==> src/rtl/reg_file_wb.sv <==
// 4-entry register file with a registered write-back stage and commit counter.
// Optional macro WB_FWD_EN forwards the pending write-back to read ports A and B.
module reg_file_wb #(
    parameter int DATA_W = 8,
    parameter int ADDR_W = 2,
    parameter int CNT_W  = 8
) (
    input  logic              clk,
    input  logic              reset,
    input  logic              wr_en,
    input  logic [ADDR_W-1:0] wr_addr,
    input  logic [DATA_W-1:0] wr_data,
    input  logic [ADDR_W-1:0] rd_addr_a,
    input  logic [ADDR_W-1:0] rd_addr_b,
    input  logic [ADDR_W-1:0] dbg_addr,
    output logic [DATA_W-1:0] rd_data_a,
    output logic [DATA_W-1:0] rd_data_b,
    output logic [DATA_W-1:0] dbg_data,
    output logic              wb_valid,
    output logic [CNT_W-1:0]  wr_count
);

    localparam int DEPTH = 1 << ADDR_W;

    logic [DATA_W-1:0] regs [DEPTH];
    logic [ADDR_W-1:0] wb_addr;
    logic [DATA_W-1:0] wb_data;

    // capture the request into WB, commit the previous WB entry to the array
    always_ff @(posedge clk) begin
        if (reset) begin
            for (int i = 0; i < DEPTH; i++) begin
                regs[i] <= '0;
            end
            wb_valid <= 1'b0;
            wb_addr  <= '0;
            wb_data  <= '0;
            wr_count <= '0;
        end else begin
            wb_valid <= wr_en;
            if (wr_en) begin
                wb_addr <= wr_addr;
                wb_data <= wr_data;
            end
            if (wb_valid) begin
                regs[wb_addr] <= wb_data;
                wr_count      <= wr_count + 1'b1;
            end
        end
    end

    // combinational reads; display port always sees the array only
    always_comb begin
        rd_data_a = regs[rd_addr_a];
        rd_data_b = regs[rd_addr_b];
        dbg_data  = regs[dbg_addr];
`ifdef WB_FWD_EN
        if (wb_valid && (wb_addr == rd_addr_a)) begin
            rd_data_a = wb_data;
        end
        if (wb_valid && (wb_addr == rd_addr_b)) begin
            rd_data_b = wb_data;
        end
`endif
    end

endmodule

==> config.mk <==
export PLATFORM = sky130hd
export DESIGN_NAME = reg_file_wb
export DESIGN_NICKNAME = d
export VERILOG_FILES = /design/src/rtl/reg_file_wb.sv
export SDC_FILE = /design/constraint.sdc
export NUM_CORES = 1
export LEC_CHECK = 0
export ABC_AREA = 0
export BUFFER_PORTS_ARGS = -buffer_cell sky130_fd_sc_hd__buf_2
export CELL_PAD_IN_SITES_DETAIL_PLACEMENT = 2
export CELL_PAD_IN_SITES_GLOBAL_PLACEMENT = 2
export CORE_MARGIN = 5
export CORE_UTILIZATION = 37
export CTS_CLUSTER_DIAMETER = 120
export DETAILED_ROUTE_END_ITERATION = 8
export PLACE_DENSITY = 0.74
export REMOVE_ABC_BUFFERS = 1
export SLEW_MARGIN = 25
export SYNTH_ARGS = -nofsm -noshare
export SYNTH_HDL_FRONTEND = slang
export SYNTH_SLANG_ARGS = --single-unit
==> constraint.sdc <==
create_clock -name clk -period 1.9 [get_ports clk]
set_input_delay 0.19 -clock clk [delete_from_list [all_inputs] [get_ports clk]]
set_output_delay 0.19 -clock clk [all_outputs]
set_load 0.02 [all_outputs]
Word-level counts from Yosys, hierarchy flattened
Memory sizes are Yosys's and may differ from the RTL's.
Index checks and enable logic that the tools add are counted.
{"block": "totals", "memories": 1, "word_cells": 15, "mem_bits_rw": 32, "ff_bits": 19}
{"block": "classes", "addsub": 1, "muxes": 8, "reduce_logical": 1}
{"memory": "regs", "words": 4, "width": 8, "read_ports": 3, "rd_clocked_by_memory_dff": 0, "write_ports": 4, "line": "25", "source": "logic [DATA_W-1:0] regs [DEPTH];"}
{"operator": "adder 8 x 1 -> 8 bit (second input constant)", "count": 1}
{"operator": "two-way mux 8 bit", "count": 1}
{"operator": "OR reduction 8 bit", "count": 1}
{"operator": "two-way mux 1 bit", "count": 6}
{"operator": "two-way mux 2 bit", "count": 1}

Longest topological paths before layout
{"block": "logic_depth", "word_depth": 5, "mapped_depth": 4, "ltp_nobuf": 4}

Worst setup path after synthesis
OpenSTA, ideal clock, no wires.
{"block": "synth_timing", "path_kind": "reg-to-reg", "startpoint": "register wb_valid", "endpoint": "memory regs[1][0], enable pin", "t_arrival_ps": 1269, "setup_time_ps": 309, "setup_slack_ps": 322, "path_stages_with_launch": 5, "period_less_slack_ps": 1578, "path_cell_list": "dfxtp_1 buf_4 nand2b_2 nor3b_2 or2_2"}
{"element": "from (decl)", "line": "19", "source": "output logic wb_valid,"}
{"element": "from (signal assigned)", "line": "40", "source": "wb_valid <= wr_en;"}
{"element": "to (decl)", "line": "25"}

==> results.md <==
* Multi-input logic area at 1140 sq um
* Sw power at about 0.56 mW
* Register area at 1340 sq um
* Antenna diodes at 0
* Leak at between 1 and 1.5 nW
* Setup Skew at around 4.3 ps
* Initial antenna violation count at 0
* Final WL at 6560 um
* RSZ-0062 raised after global routing: no
* Max Clock Freq at 0.612 GHz
* Peak VDD IR at about 0.00024 V
* Final Util at a little over two fifths
* Num Clock Sinks at a little over 50
* Synth Warn # at 0
* Internal at around 1.6 mW
* CTS tree: built
* Top cells by instance count after synthesis: 32 x and2_1, 32 x edfxtp_1, 24 x mux4_2
* Placed inst area at 2870 sq um
* First-pass GRT wire length at about 11000 um
* Final nets at around 250
* Cts hold-fix bufs at 0
* CP Launch Type: flop
* Die height at around 93 um
* Max_cap viols at 0
* Congestion Overflow GR at 0
* Post-synth top area cell: edfxtp_1
* Hold crit path type: in -> reg
* Logic pwr share at 15.0%
* Net Sw Frac at ~26%
* GRT Overall Usage at between 10% and 20%
* DRT antenna net count at 0
* Part of the Yosys area used for sequential elements at a little over half
* Clock power frac at approximately 27%
* Port Buffers at about 50
* Async set-or-reset flop fraction in the synthesized netlist at 0%
* WS Path Type: reg -> out
* Worst slew margin at 69.5%
* WHS Path Cells at 3
* Design area at about 3000 sq um
* Period utilization at between 80% and 90%
* CP endpoint kind: output port
* Syn Std Cell Area at 2530 sq um
* Minimum clock period at roughly 1600 ps
* Sequential power share at 58.2%
* Mapped Cells at 174
* Core outline area at between 6000 and 7000 sq um
* Worst-path clk slew at around 90 ps
* Synth area leaders: edfxtp_1 38%, mux4_2 21%, dfxtp_1 15%
* Largest net degree at the start of global routing at 25
* Vias per inst at between 5 and 6
* Number of synthesized flops with an enable pin at 32
* Fin. Hold Viols at 0
* Share of the synthesized area in the top cell type at a little under two fifths
* Worst EP arrival at approximately 1400 ps
* Initial Utilization at between 30% and 40%
* Outcome: finished, final reports clean
* Die X-Extent at slightly above 90 um
* Synth cell types at 26
* Number of global-route vias before repair at roughly 2000
* CTS HTree Levels at 2
* Vias at roughly 1700
* Post-CTS Setup Bufs at 0
* Synth Register Bits at 51
* Global placer's final weighted congestion at around 0.72
* Post-CTS Resized at 0
* Ys flop type: edfxtp_1
* PD cells at ~740 nW/um^2
* Area growth syn-to-layout at 16.9%
* Filler cells at about 690
* DR WL/cell at 21.3 um
* Sum Neg Setup Slack at 0 ps
* Clk buf depth at 2
* # DRC at 0
* Crit path max fanout at 3
* R2R cell count at 4
* Die area at roughly 8600 sq um
* Pin slew with the least headroom to its limit at roughly 460 ps
* DP Wirelength at ~5300 um
* CTS Buf Count at 5
* Crit path required time at approximately 1700 ps
* Root Driver: clkbuf_8
* Mean Syn Cell Area at ~15 sq um
* I/O pin count at 52
* FP Rows at 30
* Share of cells above drive strength 1 at between 40% and 50%
* Clk Latency, worst-skew pair at between 200 and 300 ps
* 1st-pass router iterations at 4
* Final setup violation count at 0
* Final Slew Violations at 0
* First-iteration detailed-routing DRC count at ~90
-- metrics by stage --
| step | hold WS, ps | setup WS, ps | std cells | power (mW) |
|---|---|---|---|---|
| final | 140 | 267 | 308 | 2.19 |
| after global routing | 146 | 217 | 308 | 2.30 |
| after CTS | 130 | 257 | 308 | 2.23 |
| after detailed placement | 442 | 481 | 300 | 1.64 |
| after global placement | 422 | 545 | 300 | 1.61 |
| after floorplan | 259 | 258 | 164 | 1.48 |
-- worst paths after layout --
kind | to | slack [ps] | startpoint
min reg2reg | wr_count[7] | 500 | wr_count[7]
max | rd_data_a[7] | 270 | regs[3][7]
max reg2reg | wr_count[6] | 540 | wr_count[0]
min | wb_addr[0] | 140 | wr_addr[0]
-- registers in the layout, summed over array words and instances (netlist names) --
name and flops:
wr_count 8, wb_valid 1, regs 32, wb_addr 2, wb_data 8
-- area by class of cell --
cell class	instances	area share, %
Tap cell	80	3.39
Multi-Input combinational cell	113	38.5
Clock buffer	7	2.58
Clock inverter	1	0.169
Sequential cell	51	45.4
Timing Repair Buffer	56	9.91
-- cells by family (layout without fill, tap and decap cells) --
group,Yosys count,after routing,synth area share [%]
xor+xnor,4,4,1.39
simple gates,66,66,15.9
compound gates,7,7,1.54
buf+inv,10,64,1.83
flops,51,51,53.1
mux,35,35,25.8
fa+ha+maj,1,1,0.495
-- placed cells by master, fill, tap and decap left out, drive strengths merged, types with 7 or more instances in the layout --
| cell type | Yosys | layout |
|---|---|---|
| dfxtp | 19 | 19 |
| edfxtp | 32 | 32 |
| mux4 | 24 | 24 |
| clkbuf | 2 | 7 |
| buf | 8 | 56 |
| and2 | 32 | 32 |
| nor2 | 15 | 15 |
| mux2i | 11 | 11 |
-- power groups by stage --
stage	clock, mW	combinational, mW	sequential (mW)
floorplan	0	0.197	1.28
global placement	0	0.316	1.29
detailed placement	0	0.337	1.30
CTS	0.614	0.337	1.27
global route	0.668	0.354	1.28
finish	0.586	0.329	1.27
-- critical path: stages (launching register included) --
cell      delay [ps]
edfxtp_1         460
mux4_2           510
buf_2            180
-- routing by layer --
metal  share of wire [%]  GRT usage [%]  vias up
met2                  52           28.9       60
li1                    -              -      759
met5                   0              0        -
met3                 5.6           4.71        4
met4                0.79           4.64        0
met1                  42           19.9      870
Power figures use the tool's default switching activity.
